$ cat config.mk
export PLATFORM = sky130hd
export DESIGN_NAME = ht_stream_controller
export DESIGN_NICKNAME = d
export VERILOG_FILES = /design/src/rtl/ht_stream_controller.sv
export SDC_FILE = /design/constraint.sdc
export NUM_CORES = 1
export LEC_CHECK = 0
export CORE_MARGIN = 2
export CORE_UTILIZATION = 48
export CTS_CLUSTER_SIZE = 16
export DETAILED_ROUTE_END_ITERATION = 8
export PLACE_DENSITY = 0.85
export SLEW_MARGIN = 20
export SYNTH_ARGS = -nofsm -noshare
export SYNTH_HDL_FRONTEND = slang
export SYNTH_SLANG_ARGS = --single-unit
$ cat constraint.sdc
create_clock -name clock -period 6.2 [get_ports clock]
set_clock_uncertainty 0.1 [all_clocks]
set_input_delay 1.86 -clock clock [delete_from_list [all_inputs] [get_ports clock]]
set_output_delay 1.86 -clock clock [all_outputs]
set_load 0.05 [all_outputs]
$ cat src/rtl/ht_stream_controller.sv
// Sequences one frame through the 27-tap Hilbert transform:
// enable -> coefficient-load wait -> stream samples -> flush -> stop.
// Output Re/Im pairs are re-timed and strobed only for accepted samples.
// Ports:
//   clock, reset             : clock, synchronous active-high reset
//   start, frameLength       : frame start pulse and frame length (latched)
//   sampleIn/Valid/Ready     : upstream valid/ready sample source
//   htEnable, htStopDataInFlag, htDataIn : drive to the transform
//   htDataOutRe/Im           : transform outputs
//   dataOutRe/Im/Valid       : re-timed outputs, one strobe per accepted sample
//   busy, done               : status (done is sticky until reset)
module ht_stream_controller #(
  parameter int unsigned DATA_WIDTH        = 18,
  parameter int unsigned LENGTH            = 27,
  parameter int unsigned COEFF_WAIT_CYCLES = LENGTH + 4,
  parameter int unsigned OUT_LATENCY       = 4,
  parameter int unsigned CNT_WIDTH         = 16
) (
  input  logic                    clock,
  input  logic                    reset,
  input  logic                    start,
  input  logic [CNT_WIDTH-1:0]    frameLength,
  input  logic [DATA_WIDTH-1:0]   sampleIn,
  input  logic                    sampleValid,
  output logic                    sampleReady,
  output logic                    htEnable,
  output logic                    htStopDataInFlag,
  output logic [DATA_WIDTH-1:0]   htDataIn,
  input  logic [2*DATA_WIDTH-1:0] htDataOutRe,
  input  logic [2*DATA_WIDTH-1:0] htDataOutIm,
  output logic [2*DATA_WIDTH-1:0] dataOutRe,
  output logic [2*DATA_WIDTH-1:0] dataOutIm,
  output logic                    dataOutValid,
  output logic                    busy,
  output logic                    done
);

  localparam int unsigned OUT_WIDTH = 2 * DATA_WIDTH;
  localparam int unsigned TAG_DEPTH = OUT_LATENCY + 1;

  typedef enum logic [2:0] {
    IDLE, COEFF_WAIT, STREAM, FLUSH, STOP, DONE
  } state_t;

  state_t                 state_q, state_d;
  logic [CNT_WIDTH-1:0]   frame_len_q, frame_len_d;
  logic [CNT_WIDTH-1:0]   acc_cnt_q, acc_cnt_d;
  logic [CNT_WIDTH-1:0]   wait_cnt_q, wait_cnt_d;
  logic [TAG_DEPTH-1:0]   tag_q, tag_d;
  logic                   ht_enable_q, ht_enable_d;
  logic                   ht_stop_q, ht_stop_d;
  logic [DATA_WIDTH-1:0]  ht_data_q, ht_data_d;
  logic [OUT_WIDTH-1:0]   out_re_q, out_re_d;
  logic [OUT_WIDTH-1:0]   out_im_q, out_im_d;
  logic                   out_valid_q, out_valid_d;
  logic                   busy_q, busy_d;
  logic                   done_q, done_d;
  logic                   accept;

  // A sample is consumed whenever the source is valid while streaming.
  assign accept = (state_q == STREAM) && sampleValid;

  // Next-state, counters, tag pipe and output stage.
  always_comb begin
    state_d     = state_q;
    frame_len_d = frame_len_q;
    acc_cnt_d   = acc_cnt_q;
    wait_cnt_d  = wait_cnt_q;
    ht_stop_d   = ht_stop_q;
    ht_data_d   = '0;
    // Tags track which transform inputs are real samples vs bubbles.
    tag_d       = {tag_q[TAG_DEPTH-2:0], accept};

    case (state_q)
      IDLE: begin
        if (start && (frameLength != '0)) begin
          state_d     = COEFF_WAIT;
          frame_len_d = frameLength;
          acc_cnt_d   = '0;
          wait_cnt_d  = CNT_WIDTH'(COEFF_WAIT_CYCLES);
        end
      end
      COEFF_WAIT: begin
        if (wait_cnt_q == '0) state_d = STREAM;
        else                  wait_cnt_d = wait_cnt_q - CNT_WIDTH'(1);
      end
      STREAM: begin
        if (sampleValid) begin
          ht_data_d = sampleIn;
          acc_cnt_d = acc_cnt_q + CNT_WIDTH'(1);
          if (acc_cnt_q == frame_len_q - CNT_WIDTH'(1)) begin
            state_d    = FLUSH;
            wait_cnt_d = CNT_WIDTH'(OUT_LATENCY);
          end
        end
      end
      FLUSH: begin
        if (wait_cnt_q == '0) state_d = STOP;
        else                  wait_cnt_d = wait_cnt_q - CNT_WIDTH'(1);
      end
      STOP: begin
        ht_stop_d = 1'b1;
        state_d   = DONE;
      end
      DONE: begin
        // Transform stop is terminal; only reset leaves this state.
      end
      default: state_d = IDLE;
    endcase

    ht_enable_d = (state_d != IDLE);
    busy_d      = (state_d == COEFF_WAIT) || (state_d == STREAM) ||
                  (state_d == FLUSH) || (state_d == STOP);
    done_d      = done_q || (state_d == DONE);

    out_valid_d = tag_q[TAG_DEPTH-1];
    out_re_d    = tag_q[TAG_DEPTH-1] ? htDataOutRe : '0;
    out_im_d    = tag_q[TAG_DEPTH-1] ? htDataOutIm : '0;
  end

  // State and output registers.
  always_ff @(posedge clock) begin
    if (reset) begin
      state_q     <= IDLE;
      frame_len_q <= '0;
      acc_cnt_q   <= '0;
      wait_cnt_q  <= '0;
      tag_q       <= '0;
      ht_enable_q <= 1'b0;
      ht_stop_q   <= 1'b0;
      ht_data_q   <= '0;
      out_re_q    <= '0;
      out_im_q    <= '0;
      out_valid_q <= 1'b0;
      busy_q      <= 1'b0;
      done_q      <= 1'b0;
    end else begin
      state_q     <= state_d;
      frame_len_q <= frame_len_d;
      acc_cnt_q   <= acc_cnt_d;
      wait_cnt_q  <= wait_cnt_d;
      tag_q       <= tag_d;
      ht_enable_q <= ht_enable_d;
      ht_stop_q   <= ht_stop_d;
      ht_data_q   <= ht_data_d;
      out_re_q    <= out_re_d;
      out_im_q    <= out_im_d;
      out_valid_q <= out_valid_d;
      busy_q      <= busy_d;
      done_q      <= done_d;
    end
  end

  assign sampleReady      = (state_q == STREAM);
  assign htEnable         = ht_enable_q;
  assign htStopDataInFlag = ht_stop_q;
  assign htDataIn         = ht_data_q;
  assign dataOutRe        = out_re_q;
  assign dataOutIm        = out_im_q;
  assign dataOutValid     = out_valid_q;
  assign busy             = busy_q;
  assign done             = done_q;

endmodule

## After elaboration in Yosys (flattened, before gate mapping)

Cells that the tools add are included.

| storage, ports and cells | value |
|---|---|
| bits in registers | 151 |
| input bits | 110 |
| output and inout port bits | 96 |

| cells by class | value |
|---|---|
| add/subtract/negate cells | 3 |
| equality and inequality tests | 15 |
| muxes and demuxes | 14 |
| bitwise logic cells | 3 |
| reductions and logical operators | 18 |

Operators by type and width:

| kind | count |
|---|---|
| $mux 16 | 6 |
| $pmux 16 s3 | 1 |
| $pmux 16 s2 | 1 |
| $sub 16x1->16 const B | 2 |
| $pmux 3 s6 | 1 |
| $add 16x1->16 const B | 1 |
| $eq 16x16->1 | 1 |
| $logic_not 16->1 | 1 |
| $reduce_bool 16->1 | 1 |
| $mux 3 | 5 |
| $eq 3x2->1 const B | 4 |
| $eq 3x3->1 const B | 4 |
| $eq 3x1->1 const B | 2 |
| $ne 2x2->1 const B | 3 |
| $reduce_bool 3->1 | 2 |
| $reduce_and 5->1 | 1 |
| $logic_or 1x1->1 | 4 |
| $reduce_or 2->1 | 2 |
| $logic_not 3->1 | 1 |
| $not 1->1 | 3 |
| $reduce_and 3->1 | 1 |
| $reduce_or 3->1 | 1 |
| $logic_and 1x1->1 | 2 |
| $ne 2x1->1 const B | 1 |
| 2 further kinds | 2 |

## Logic depth before layout (Yosys ltp)

Gate-level depths: netlist (run 1).

| logic depth | value |
|---|---|
| word-level depth | 9 |
| depth in mapped cells | 11 |

## Worst setup path after synthesis (run 1)

OpenSTA, ideal clock, no wires.

| timing | value |
|---|---|
| path kind | reg2out |
| start | register state_q[0] |
| end | output sampleReady |
| data arrival time | 1748 ps |
| data required time | 4240 ps |
| path slack | 2492 ps |
| cell stages (with the launch flop) | 3 |
| path buffers | 1 |
| cells stage by stage | dfxtp_1 -> clkbuf_1 -> nor3b_1 |

| on the way | value |
|---|---|
| word-level cells in the longest chain between the ends | 1 |

RTL lines:

| element | RTL line | source |
|---|---|---|
| start, declared | 45 | `state_t state_q, state_d;` |
| start signal, assigned | 138 | `state_q <= state_d;` |
| $eq 3x2->1 | 154 | `assign sampleReady = (state_q == STREAM);` |
| end, declared | 25 | `output logic sampleReady,` |

No other way between the ends.

## Worst setup path in the final report (run 1)

| timing | value |
|---|---|
| start | register state_q[1] |
| end | output sampleReady |

Same word-level chain as after synthesis.

==> results of run 1 <==
-- area by class of cell --
cell class / instances / share of cell area
flip-flops and latches: 151 / 0.357
multi-input cells: 420 / 0.302
repair buffers: 210 / 0.248
clock buffers: 22 / 0.0559
well taps: 143 / 0.0211
clock inverters: 10 / 0.0114
inverters: 11 / 0.00487
-- flip-flops by register name, summed over array words and instances, names as in the netlist, 3 cells and up --
name         count
dataOutIm       36
dataOutRe       36
htDataIn        18
acc_cnt_q       16
frame_len_q     16
wait_cnt_q      16
tag_q            5
state_q          3
-- per-stage QoR --
stage / power (uW) / cell area, sq um / setup WS (ns) / cells
floorplan: 1530 / 5740 / 2.49 / 614
global placement: 1700 / 7880 / 1.93 / 934
detailed placement: 1740 / 7880 / 1.79 / 934
CTS: 2710 / 8450 / 1.98 / 966
global route: 2840 / 8480 / 1.88 / 967
finish: 2720 / 8480 / 1.98 / 967
-- per-layer routing --
| metal | GRT usage | up-vias | share of wire |
|---|---|---|---|
| met3 | 0.0600 | 28 | 0.049 |
| met5 | 0 | - | 0 |
| met4 | 0.0837 | 0 | 0.019 |
| li1 | - | 2517 | - |
| met1 | 0.307 | 2443 | 0.41 |
| met2 | 0.469 | 183 | 0.52 |
-- cell usage in the layout (no fill, tap or decap), types with 5 or more instances in the layout --
cell,count
and3_1,22
dfxtp_1,151
or4_1,5
and2_1,76
inv_1,11
nor2b_1,8
nor3_1,13
nor2_1,39
or3_1,5
o21ai_0,12
nor4_1,11
a21oi_1,44
nand4_1,5
clkdlybuf4s50_1,205
xnor2_1,15
a31oi_1,13
nand2_1,56
xor2_1,14
clkbuf_16,17
nand3_1,12
-- worst max-delay path by stage --
stage / from / to / slack, ns / cells after the start
after floorplan: state_q[0] / sampleReady / 2.49 / 2
after global placement: frameLength[4] / acc_cnt_q[15] / 1.93 / 8
after detailed placement: sampleValid / acc_cnt_q[15] / 1.79 / 6
after CTS: state_q[1] / sampleReady / 1.98 / 2
after global routing: state_q[1] / sampleReady / 1.88 / 2
final: state_q[1] / sampleReady / 1.98 / 2
-- worst max-delay path, delay by kind of cell (launching register included) --
kind                   cells  cell delay, ns
buffers and inverters      1            0.90
AND/OR/NAND/NOR            1            0.49
flip-flops                 1            0.45
-- power groups by stage --
| stage | sequential [uW] | clock, uW | combinational, uW |
|---|---|---|---|
| 3_3_place_gp | 1110 | 0 | 592 |
| 2_1_floorplan | 1110 | 0 | 420 |
| 4_1_cts | 1090 | 994 | 628 |
| 3_5_place_dp | 1110 | 0 | 623 |
| 6_report | 1100 | 981 | 639 |
| 5_1_grt | 1100 | 1030 | 709 |
-- logic make-up (layout without fill, tap and decap cells) --
logic type | Yosys count | after routing | synth area share
AND/OR/NAND/NOR | 277 | 277 | 0.266
flip-flops | 151 | 151 | 0.526
AO/OA/AOI/OAI | 107 | 107 | 0.120
buffers and inverters | 43 | 253 | 0.0301
XOR/XNOR | 29 | 29 | 0.0442
multiplexers | 4 | 4 | 0.00697
adder cells (fa/ha/maj) | 3 | 3 | 0.00654
==> impl_results.md, run 1 <==
- Antenna violations before repair: 0
- Synth warn: 0
- Worst slew pin tran: about 0.96 ns
- Routed via count: 5,171
- Post-synthesis sequential area ratio: 0.526
- Die ar.: ~0.013 sq mm
- Die width: ~110 um
- Distinct cell type count after synthesis: 56
- H-tree levels: 4
- Number of flops mapped to enable cells by yosys: 0
- FF+latch count, synth: roughly 150
- Inserted Clock Buffers: 17
- Worst hold path class: reg -> reg
- CTS tree: built
- Storage cell area: roughly 0.0030 sq mm
- Crit share post-route: 0.681
- Mapped cell area: about 0.0057 sq mm
- FMAX: between 200 and 250 MHz
- R2R depth: 10
- P_int: between 1500 and 2000 uW
- Fin nets: ~920
- Setup crit start kind: flip-flop
- Worst-path cell chain: nor3b_1 -> clkdlybuf4s50_1
- Post-Synthesis Cells: just over 600
- WL per Instance: ~17 um
- Total track usage: 0.260
- CP peak stage delay: approximately 0.90 ns
- RSZ-0062 raised after global routing: false
- FILL cells: between 800 and 900
- Synth top area cells: dfxtp_1, and2_1, a21oi_1
- Row Count: 39
- Starting DRT DRC Count: about 350
- WS Path Type: reg -> out
- Drt first pass iters: 5
- Total global routing overflow: 0
- Top FF cell, synth: dfxtp_1
- Util after Layout: 0.733
- Area delta synth->final: 47.6%
- Vias in the first global route: 5,106
- CP Capture Type: output port
- Largest net degree at the start of global routing: between 70 and 80
- Most frequent cell after synthesis: dfxtp_1
- Postcts setup bufs: 0
- Starting density of the core: 0.497
- Clk pin slew, worst setup/hold paths: 0.06 ns
- LEAKAGE: roughly 0.0033 uW
- Max-Cap Viols: 0
- # port buffers: about 210
- Peak supply drop: around 250 uV
- Clock Sinks: roughly 150
- First-pass GRT wire length: 26,200 um
- Arr. time, crit path: 2.26 ns
- Status: finished, final reports clean
- Crit Reg-Reg Endpoint: wait_cnt_q[4]
- Hold depth: 1
- Hold Path Origin: tag_q[1]
- Routed WL: about 17,000 um
- Gpl congestion: 0.881
- Required @ worst endpoint: roughly 4.2 ns
- Ys async rst share: 0
- Post-synth top area cell: dfxtp_1
- Sw Share: 0.308
- Skew-Pair Late Insertion Delay: roughly 0.42 ns
- Pwr dens: about 320 mW/mm^2
- Avg Inst Size Synth: 9.36 sq um
- Root Buffer: clkbuf_16
- Die Ht: 113 um
- Logic gate share of total power: 0.235
- Setup violators final: 0
- I/O Pins: 206
- Post-synth top cells: dfxtp_1, and2_1, nand2_1
- Mapped Nets: between 700 and 800
- Layout cells sized above 1: 0.0583
- Clock buffer depth: 2
- Resized cells post-CTS: 0
- Slowest CP cell: clkdlybuf4s50_1
- DP Wirelength: between 10,000 and 15,000 um
- Top cell type's share of synthesized area: 0.526
- P_sw: around 840 uW
- Worst hold slack: roughly 0.33 ns
- Antenna-violating nets left: 0
- Reg2reg setup slack: roughly 2.6 ns
- Setup total negative slack: 0 ns
- Worst Hold End: tag_q[2]
- Ant diodes: 0
- # DRC: 0
- Fin crit period: 4.22 ns
- Clock share of power: 0.361
- Register share of total power: 0.404
- Count of final max-slew check failures: 0
- R2R Path Start: frame_len_q[0]
- Hold Violations, Final: 0
- Core area: 0.0116 sq mm
- CP max FO: 7
- Multi-input gate area: approximately 0.0026 sq mm
- Remaining max-slew budget at the tightest pin: 0.360
- Post-DR vias/cell: approximately 5.3
- # hold bufs at CTS: 0
No activity file was read; power rests on OpenSTA's default activity.
==> run 2, diff against run 1 <==
- CORE_UTILIZATION: 48 -> 45
- PLACE_DENSITY: 0.85 -> 0.8
- clock period: 6.2 -> 4.31 ns (I/O delays scaled with it)
==> run 2 against run 1 <==
Wire length fell by 1.4%. Utilization fell by 5.2 points. Global-route usage shrank 2.5 points. Critical path depth stayed put. Combinational power up 44%. Total power is 44% higher. Worst hold slack improved by 0.0031 ns. Clock-buffer cell count is 2 lower. Via count fell by 0.33%. Clock power grew 45%. Critical path type unchanged. Highest routed layer unchanged.
==> impl_results.md, run 2 (synthesized netlist as in run 1, its figures left out) <==
- Starting density of the core: 0.459
- Worst slew pin tran: roughly 0.9 ns
- Setup violators final: 0
- Clk pin slew, worst setup/hold paths: approximately 0.060 ns
- Starting DRT DRC Count: between 200 and 300
- Clock Sinks: about 150
- FILL cells: between 1,000 and 1,500
- Gpl congestion: between 0.8 and 0.9
- WS Path Type: reg -> out
- I/O Pins: approximately 210
- Setup crit start kind: flip-flop
- P_sw: ~1200 uW
- Fin nets: 926
- Hold Violations, Final: 0
- Count of final max-slew check failures: 0
- Row Count: just over 40
- # port buffers: 205
- Antenna-violating nets left: 0
- Arr. time, crit path: around 2.3 ns
- Setup total negative slack: 0 ns
- First-pass GRT wire length: about 25,000 um
- Register share of total power: 0.403
- FMAX: 273 MHz
- Sw Share: 0.312
- CTS tree: built
- DP Area: 0.00794 sq mm
- Inserted Clock Buffers: 17
- Skew-Pair Late Insertion Delay: between 0.4 and 0.5 ns
- CP max FO: 14
- Layout cells sized above 1: 0.0617
- Drt first pass iters: 5
- Commonest cells after routing, fill and taps aside: clkdlybuf4s50_1, dfxtp_1, and2_1
- Total global routing overflow: 0
- Resized cells post-CTS: 0
- Fin crit period: 3.67 ns
- P_int: around 2700 uW
- Worst hold path class: reg -> reg
- Post-DR vias/cell: 5.16
- DP Wirelength: roughly 12,000 um
- Pre-CTS WS: between 0.4 and 0.5 ns
- Crit share post-route: 0.851
- Die width: between 100 and 150 um
- Routed WL: 16,600 um
- # DRC: 0
- Core area: ~0.013 sq mm
- Antenna violations before repair: 0
- Clock buffer depth: 2
- Ant diodes: 0
- Routed via count: around 5,200
- Total track usage: 0.235
- RSZ-0062 raised after global routing: false
- Die ar.: between 0.01 and 0.015 sq mm
- Required @ worst endpoint: slightly below 3 ns
- Final Instance Area: 0.00852 sq mm
- Pwr dens: ~460 mW/mm^2
- Die Ht: around 120 um
- WL per Instance: 16.6 um
- Max-Cap Viols: 0
- Postcts setup bufs: 0
- Root Buffer: clkbuf_16
- # hold bufs at CTS: 0
- Clock share of power: 0.363
- Peak supply drop: just over 300 uV
- Post-route worst setup slack: 0.643 ns
- Worst hold slack: approximately 0.34 ns
- LEAKAGE: approximately 0.0033 uW
- H-tree levels: 4
- Util after Layout: 0.681
- Most common cell after layout, fill and taps aside: clkdlybuf4s50_1
- Area delta synth->final: 48.3%
- Remaining max-slew budget at the tightest pin: 0.382
- Status: finished, final reports clean
- CP Capture Type: output port
- Logic gate share of total power: 0.234
- Vias in the first global route: between 4,000 and 5,000
- Largest net degree at the start of global routing: 54
run 2: path summary, 6_finish.rpt:
check / startpoint / to / slack [ns] / cells after the start
worst max-delay path: state_q[2] / sampleReady / 0.64 / 2
worst min-delay path: tag_q[1] / tag_q[2] / 0.34 / 1
worst max register to register: frame_len_q[0] / wait_cnt_q[12] / 1.01 / 8
worst min register to register: tag_q[1] / tag_q[2] / 0.34 / 1
run 2: layer usage:
metal  track usage  routed length, um
met5             0                  0
met4         0.105                410
met2         0.412               8610
met3        0.0530                938
met1         0.276               6600
run 2: power groups by stage:
stage | clock [uW] | combinational [uW] | sequential [uW]
2_1_floorplan | 0 | 605 | 1600
3_3_place_gp | 0 | 857 | 1590
3_5_place_dp | 0 | 897 | 1600
4_1_cts | 1450 | 908 | 1570
5_1_grt | 1510 | 1010 | 1590
6_report | 1420 | 918 | 1580
run 2: area by class of cell:
class                           instances  area, sq um  area share
Inverter                               11         41.3     0.00485
Clock inverter                         12          116      0.0137
Timing Repair Buffer                  212         2100       0.247
Clock buffer                           20          457      0.0536
Tap cell                              172          215      0.0253
Multi-Input combinational cell        420         2560       0.301
Sequential cell                       151         3020       0.355
run 2: per-stage QoR:
step | cells | total power (uW)
2_1_floorplan | 614 | 2210
3_3_place_gp | 966 | 2450
3_5_place_dp | 966 | 2500
4_1_cts | 998 | 3930
5_1_grt | 998 | 4110
6_report | 998 | 3920
run 2: worst max-delay path, cell delays in order (launching register included):
cell and delay (ns):
dfxtp_1 0.42, nor3b_1 0.53, clkdlybuf4s50_1 0.90
==> run 3, diff against run 2 <==
- GPL_TIMING_DRIVEN: unset -> 0
==> run 3 against run 2 <==
Clock-buffer cell count is 2 lower. Cell count rose by 2.5%. Wire length up 4.6%. Utilization grew 0.92 points. Register-to-register slack worse by 0.24 ns.
==> impl_results.md, run 3 (synthesized netlist as in run 1, its figures left out) <==
- CP Capture Type: output port
- Hold Violations, Final: 0
- Register share of total power: 0.388
- Post-DR vias/cell: around 5.2
- Row Count: 41
- Max-Cap Viols: 0
- Worst slew pin tran: approximately 0.89 ns
- Reg2reg setup slack: roughly 0.77 ns
- Post-route worst setup slack: ~0.53 ns
- FMAX: approximately 260 MHz
- P_int: 2790 uW
- Fin crit period: roughly 3.8 ns
- Commonest cells after routing, fill and taps aside: clkdlybuf4s50_1, dfxtp_1, and2_1
- Status: finished, final reports clean
- Clock Sinks: about 150
- WL per Instance: around 17 um
- Arr. time, crit path: between 2 and 2.5 ns
- Gpl congestion: approximately 0.91
- CP max FO: 10
- GR Layer Usage met1: 0.279
- Layout cells sized above 1: 0.0552
- Ant diodes: 0
- Largest net degree at the start of global routing: 17
- Routed via count: 5,271
- Die ar.: 0.0137 sq mm
- Count of final max-slew check failures: 0
- Clock buffer depth: 2
- Inserted Clock Buffers: 17
- Antenna-violating nets left: 0
- Worst hold path class: reg -> reg
- Clock share of power: 0.382
- Crit share post-route: 0.877
- Postcts setup bufs: 0
- Fin nets: between 900 and 1,000
- LEAKAGE: roughly 0.0033 uW
- # DRC: 0
- Drt first pass iters: 4
- Vias in the first global route: roughly 5,100
- I/O Pins: a little over 200
- WS Path Type: reg -> out
- Sw Share: 0.312
- RSZ-0062 raised after global routing: false
- # port buffers: a little over 200
- # hold bufs at CTS: 0
- Setup total negative slack: 0 ns
- CTS tree: built
- Pre-CTS WS: between 0.15 and 0.2 ns
- Die Ht: roughly 120 um
- Peak supply drop: ~310 uV
- Pwr dens: between 400 and 500 mW/mm^2
- GR met2 Demand/Resource: 0.431
- Total global routing overflow: 0
- Clk pin slew, worst setup/hold paths: 0.06 ns
- Setup crit start kind: flip-flop
- DP Wirelength: approximately 13,000 um
- Logic gate share of total power: 0.230
- Root Buffer: clkbuf_16
- Skew-Pair Late Insertion Delay: around 0.43 ns
- Starting DRT DRC Count: approximately 340
- Total track usage: 0.243
- Remaining max-slew budget at the tightest pin: 0.409
- First-pass GRT wire length: 25,600 um
- Most common cell after layout, fill and taps aside: clkdlybuf4s50_1
- Die width: around 120 um
- Antenna violations before repair: 0
- P_sw: 1270 uW
- Core area: ~0.013 sq mm
- Area delta synth->final: 50.3%
- Setup violators final: 0
- Required @ worst endpoint: about 2.9 ns
- Starting density of the core: 0.459
- Grt met3 use: 0.0582
- Worst hold slack: roughly 0.34 ns
- H-tree levels: 4
- Routed WL: between 15,000 and 20,000 um
- Util after Layout: 0.690
- Grt peak-use layer: met2
- Resized cells post-CTS: 0
[run 3: cell count changes in the layout (fill, tap and decap cells not counted), sizes merged]
| cell | change |
|---|---|
| bufinv | +2 |
| clkbuf | +23 |
| clkinv | -5 |
| clkinvlp | +2 |
| inv | +3 |
[run 3: per-stage QoR]
| stage | instance area, sq um | power, uW | instances |
|---|---|---|---|
| 6_report | 8630 | 4060 | 1023 |
| 5_1_grt | 8630 | 4220 | 1023 |
| 2_1_floorplan | 5740 | 2210 | 614 |
| 4_1_cts | 8630 | 4050 | 1023 |
| 3_3_place_gp | 8010 | 2460 | 991 |
| 3_5_place_dp | 8010 | 2510 | 991 |
[run 3: cell type report]
type,count,area [sq um]
Timing Repair Buffer,205,2050
Clock inverter,14,188
Sequential cell,151,3020
Clock buffer,18,429
Multi-Input combinational cell,420,2550
Fill cell,992,3880
Buffer,32,131
Inverter,11,41.3
Tap cell,172,215
[run 3: routing by layer]
metal  share of wire  up-vias
met4           0.024        0
met2            0.52      197
met3           0.059       36
met5               0        -
li1                -     2567
met1            0.40     2471
[run 3: critical path, cell delays in order (launching register included)]
cell and delay (ns):
dfxtp_1 0.29, clkbuf_1 0.21, nor3b_1 0.55, clkdlybuf4s50_1 0.91
[run 3: power by group through the flow]
stage          Combinational [uW]  Clock [uW]  Sequential (uW)
6_report                      935        1550             1570
5_1_grt                      1020        1620             1580
4_1_cts                       917        1570             1570
3_5_place_dp                  909           0             1600
3_3_place_gp                  871           0             1590
2_1_floorplan                 605           0             1600
[run 3: final timing paths]
path                  startpoint        endpoint  cells after the start
setup / recovery      state_q[0]     sampleReady                      3
hold / removal          tag_q[2]        tag_q[3]                      1
setup reg to reg  frame_len_q[0]  wait_cnt_q[10]                     11
hold reg to reg         tag_q[2]        tag_q[3]                      1
==> patch (flow settings as in run 2) <==
Encoding of `state_t`: now one-hot (6 bits for 6 states).
--- a/src/rtl/ht_stream_controller.sv
+++ b/src/rtl/ht_stream_controller.sv
@@ -38,8 +38,8 @@
   localparam int unsigned OUT_WIDTH = 2 * DATA_WIDTH;
   localparam int unsigned TAG_DEPTH = OUT_LATENCY + 1;
 
-  typedef enum logic [2:0] {
-    IDLE, COEFF_WAIT, STREAM, FLUSH, STOP, DONE
+  typedef enum logic [5:0] {
+    IDLE = 6'b000001, COEFF_WAIT = 6'b000010, STREAM = 6'b000100, FLUSH = 6'b001000, STOP = 6'b010000, DONE = 6'b100000
   } state_t;
 
   state_t                 state_q, state_d;
Function: same outputs for any inputs over 10 cycles, from zero or initial values and one cycle with reset high; not proved beyond that.
==> patch against run 2 <==
- power is 10% lower
- final area is 1.7% higher
- sequential share of layout area is 0.099 points higher
- sequential cell count is 3 higher
- combinational power is 50% lower
- setup slack worse by 170 ps
- first-iteration DRC count is 37% higher
- synthesized area is 2.1% higher
- hold slack better by 1.1 ps
- maximum frequency is 4.4% lower
- wire length is 0.83% higher
- critical path type unchanged
==> patch: results (changes against run 2) <==
The tightest slew margin relative to the limit is 0.323 (-0.0591). The pre-CTS worst setup slack is 144 ps (-340 ps). The peak fanout along the critical path is 6 (-8). The met3 layer wire length in the routed design is 1640 um (+74%). The fraction of post-synthesis cell area in the top cell type by area came out at 0.526 (about the same).

By area the synthesized netlist is led by sky130_fd_sc_hd__dfxtp_1 53%, sky130_fd_sc_hd__and2_1 9.7%, sky130_fd_sc_hd__xnor2_1 3.7%. The run finished with clean final reports. The instance area at placement came out at 8040 um2 (+1.3%). The largest net degree at the start of global routing came to 74 (+37%). The arrival time of the worst setup path came to 2450 ps (+180 ps). The net count after synthesis is 714 (-1.8%). Ranked by instance count, the synthesized netlist is headed by 154 x sky130_fd_sc_hd__dfxtp_1, 91 x sky130_fd_sc_hd__and2_1, 57 x sky130_fd_sc_hd__nor2_1. The share of layout cells above drive strength 1 is 0.0677 (+0.00599). In this run the clock root is driven by a sky130_fd_sc_hd__clkbuf_16. The last weighted congestion value of the routability-driven placer came out at 0.846 (-5.7%). The final layout net count came to 913 (-1.4%). The filler cell count is 918 (-9.5%). The total leakage power is 3.35 nW (+2.4%). The via density per instance came out at 5.11 (-1.1%). The warning count from the yosys run came out at 0 (unchanged).

The type of the worst min-delay path is reg2reg. The HPWL reported at the end of detailed placement came out at 12,500 um (+2.5%). The number of antenna violations at the first check in global routing came out at 0 (unchanged). The fraction of met1 tracks used by global routing is 0.250 (-0.0261).

The amount of wire on met2 after detailed routing is 8680 um (+0.91%). The CTS buffer count came to 17 (unchanged). In this run the top signal layer used is met4.

The worst-case vdd ir drop came to 0.000313 V (+3.6%). The total setup buffers inserted after CTS is 0 (unchanged). The global-route wire length before repair is 26,700 um (+8.0%). The number of gates resized after CTS is 0 (unchanged).

The number of diodes added for antenna fixing came out at 0 (unchanged). The number of placed instances, taps included is 953 (-1.3%). The routing usage on met2 is 0.436 (+0.0237).

The post-synthesis sequential area ratio is 0.526 (about the same). The clock latency on the worst-skew pair is 420 ps (about the same). The number of standard cells in the final layout excluding fillers is 984 (-1.4%). The count of routing violations after the opening detailed-route iteration came out at 380 (+37%). The fraction of synthesis flops using an asynchronous set or reset pin was 0 (unchanged). The total routing resource utilization after global routing came out at 0.244 (+0.00812). The number of I/O port buffers is 205 (unchanged). The first-pass detailed-route iteration total came to 5 (unchanged).

The count of unique library cells instantiated by Yosys is 54 (-3.6%). The detailed-route wire length is 16,700 um (+0.83%). The clock slew seen by the registers of the worst setup and hold paths came out at 60 ps (about the same).

The number of standard cells after synthesis is 601 (-2.1%). The clock tree buffer depth is 2 (unchanged). The via count of the first global-routing pass came out at 5,276 (+6.7%). The detailed-routing wirelength on met1 is 5930 um (-10%).

The met3 routing resource usage after global routing is 0.105 (+0.0517). The maximum level of the CTS H-tree is 4 (unchanged).
==> patch: cell type report <==
cell class | instances | area [um2] | share of cell area
timing repair buffer | 212 | 2100 | 0.242
inverter | 18 | 67.6 | 0.00780
tap | 172 | 215 | 0.0248
clock inverter | 13 | 191 | 0.0221
sequential | 154 | 3080 | 0.356
multi-input combinational | 397 | 2580 | 0.298
clock buffer | 18 | 429 | 0.0495
==> patch: logic make-up (layout without fill, tap and decap cells) <==
family | count (synthesis) | after routing | share of synthesized area
AND/OR/NAND/NOR | 264 | 264 | 0.260
flip-flops | 154 | 154 | 0.526
AO/OA/AOI/OAI | 74 | 74 | 0.0847
buffers and inverters | 50 | 261 | 0.0356
XOR/XNOR | 37 | 37 | 0.0553
multiplexers | 19 | 19 | 0.0324
adder cells (fa/ha/maj) | 3 | 3 | 0.00640
==> patch: worst paths after layout <==
check | cells after the start | to | slack, ps | from
worst min register to register | 1 | tag_q[1] | 340 | tag_q[0]
worst min-delay path | 1 | tag_q[1] | 340 | tag_q[0]
worst max register to register | 10 | wait_cnt_q[5] | 1250 | frame_len_q[0]
worst max-delay path | 4 | sampleReady | 470 | state_q[5]
==> patch: critical path, stage by stage (launching register included) <==
cell and delay [ps]:
sky130_fd_sc_hd__dfxtp_1 360, sky130_fd_sc_hd__nor4_2 380, sky130_fd_sc_hd__nand3b_1 210, sky130_fd_sc_hd__inv_1 220, sky130_fd_sc_hd__clkdlybuf4s50_1 860
==> patch: power by group <==
part / switching (W) / leakage [nW] / internal (W)
combinational: 0.000235 / 1.81 / 0.000226
sequential: 0.0000464 / 1.24 / 0.00146
clock: 0.000584 / 0.299 / 0.000972
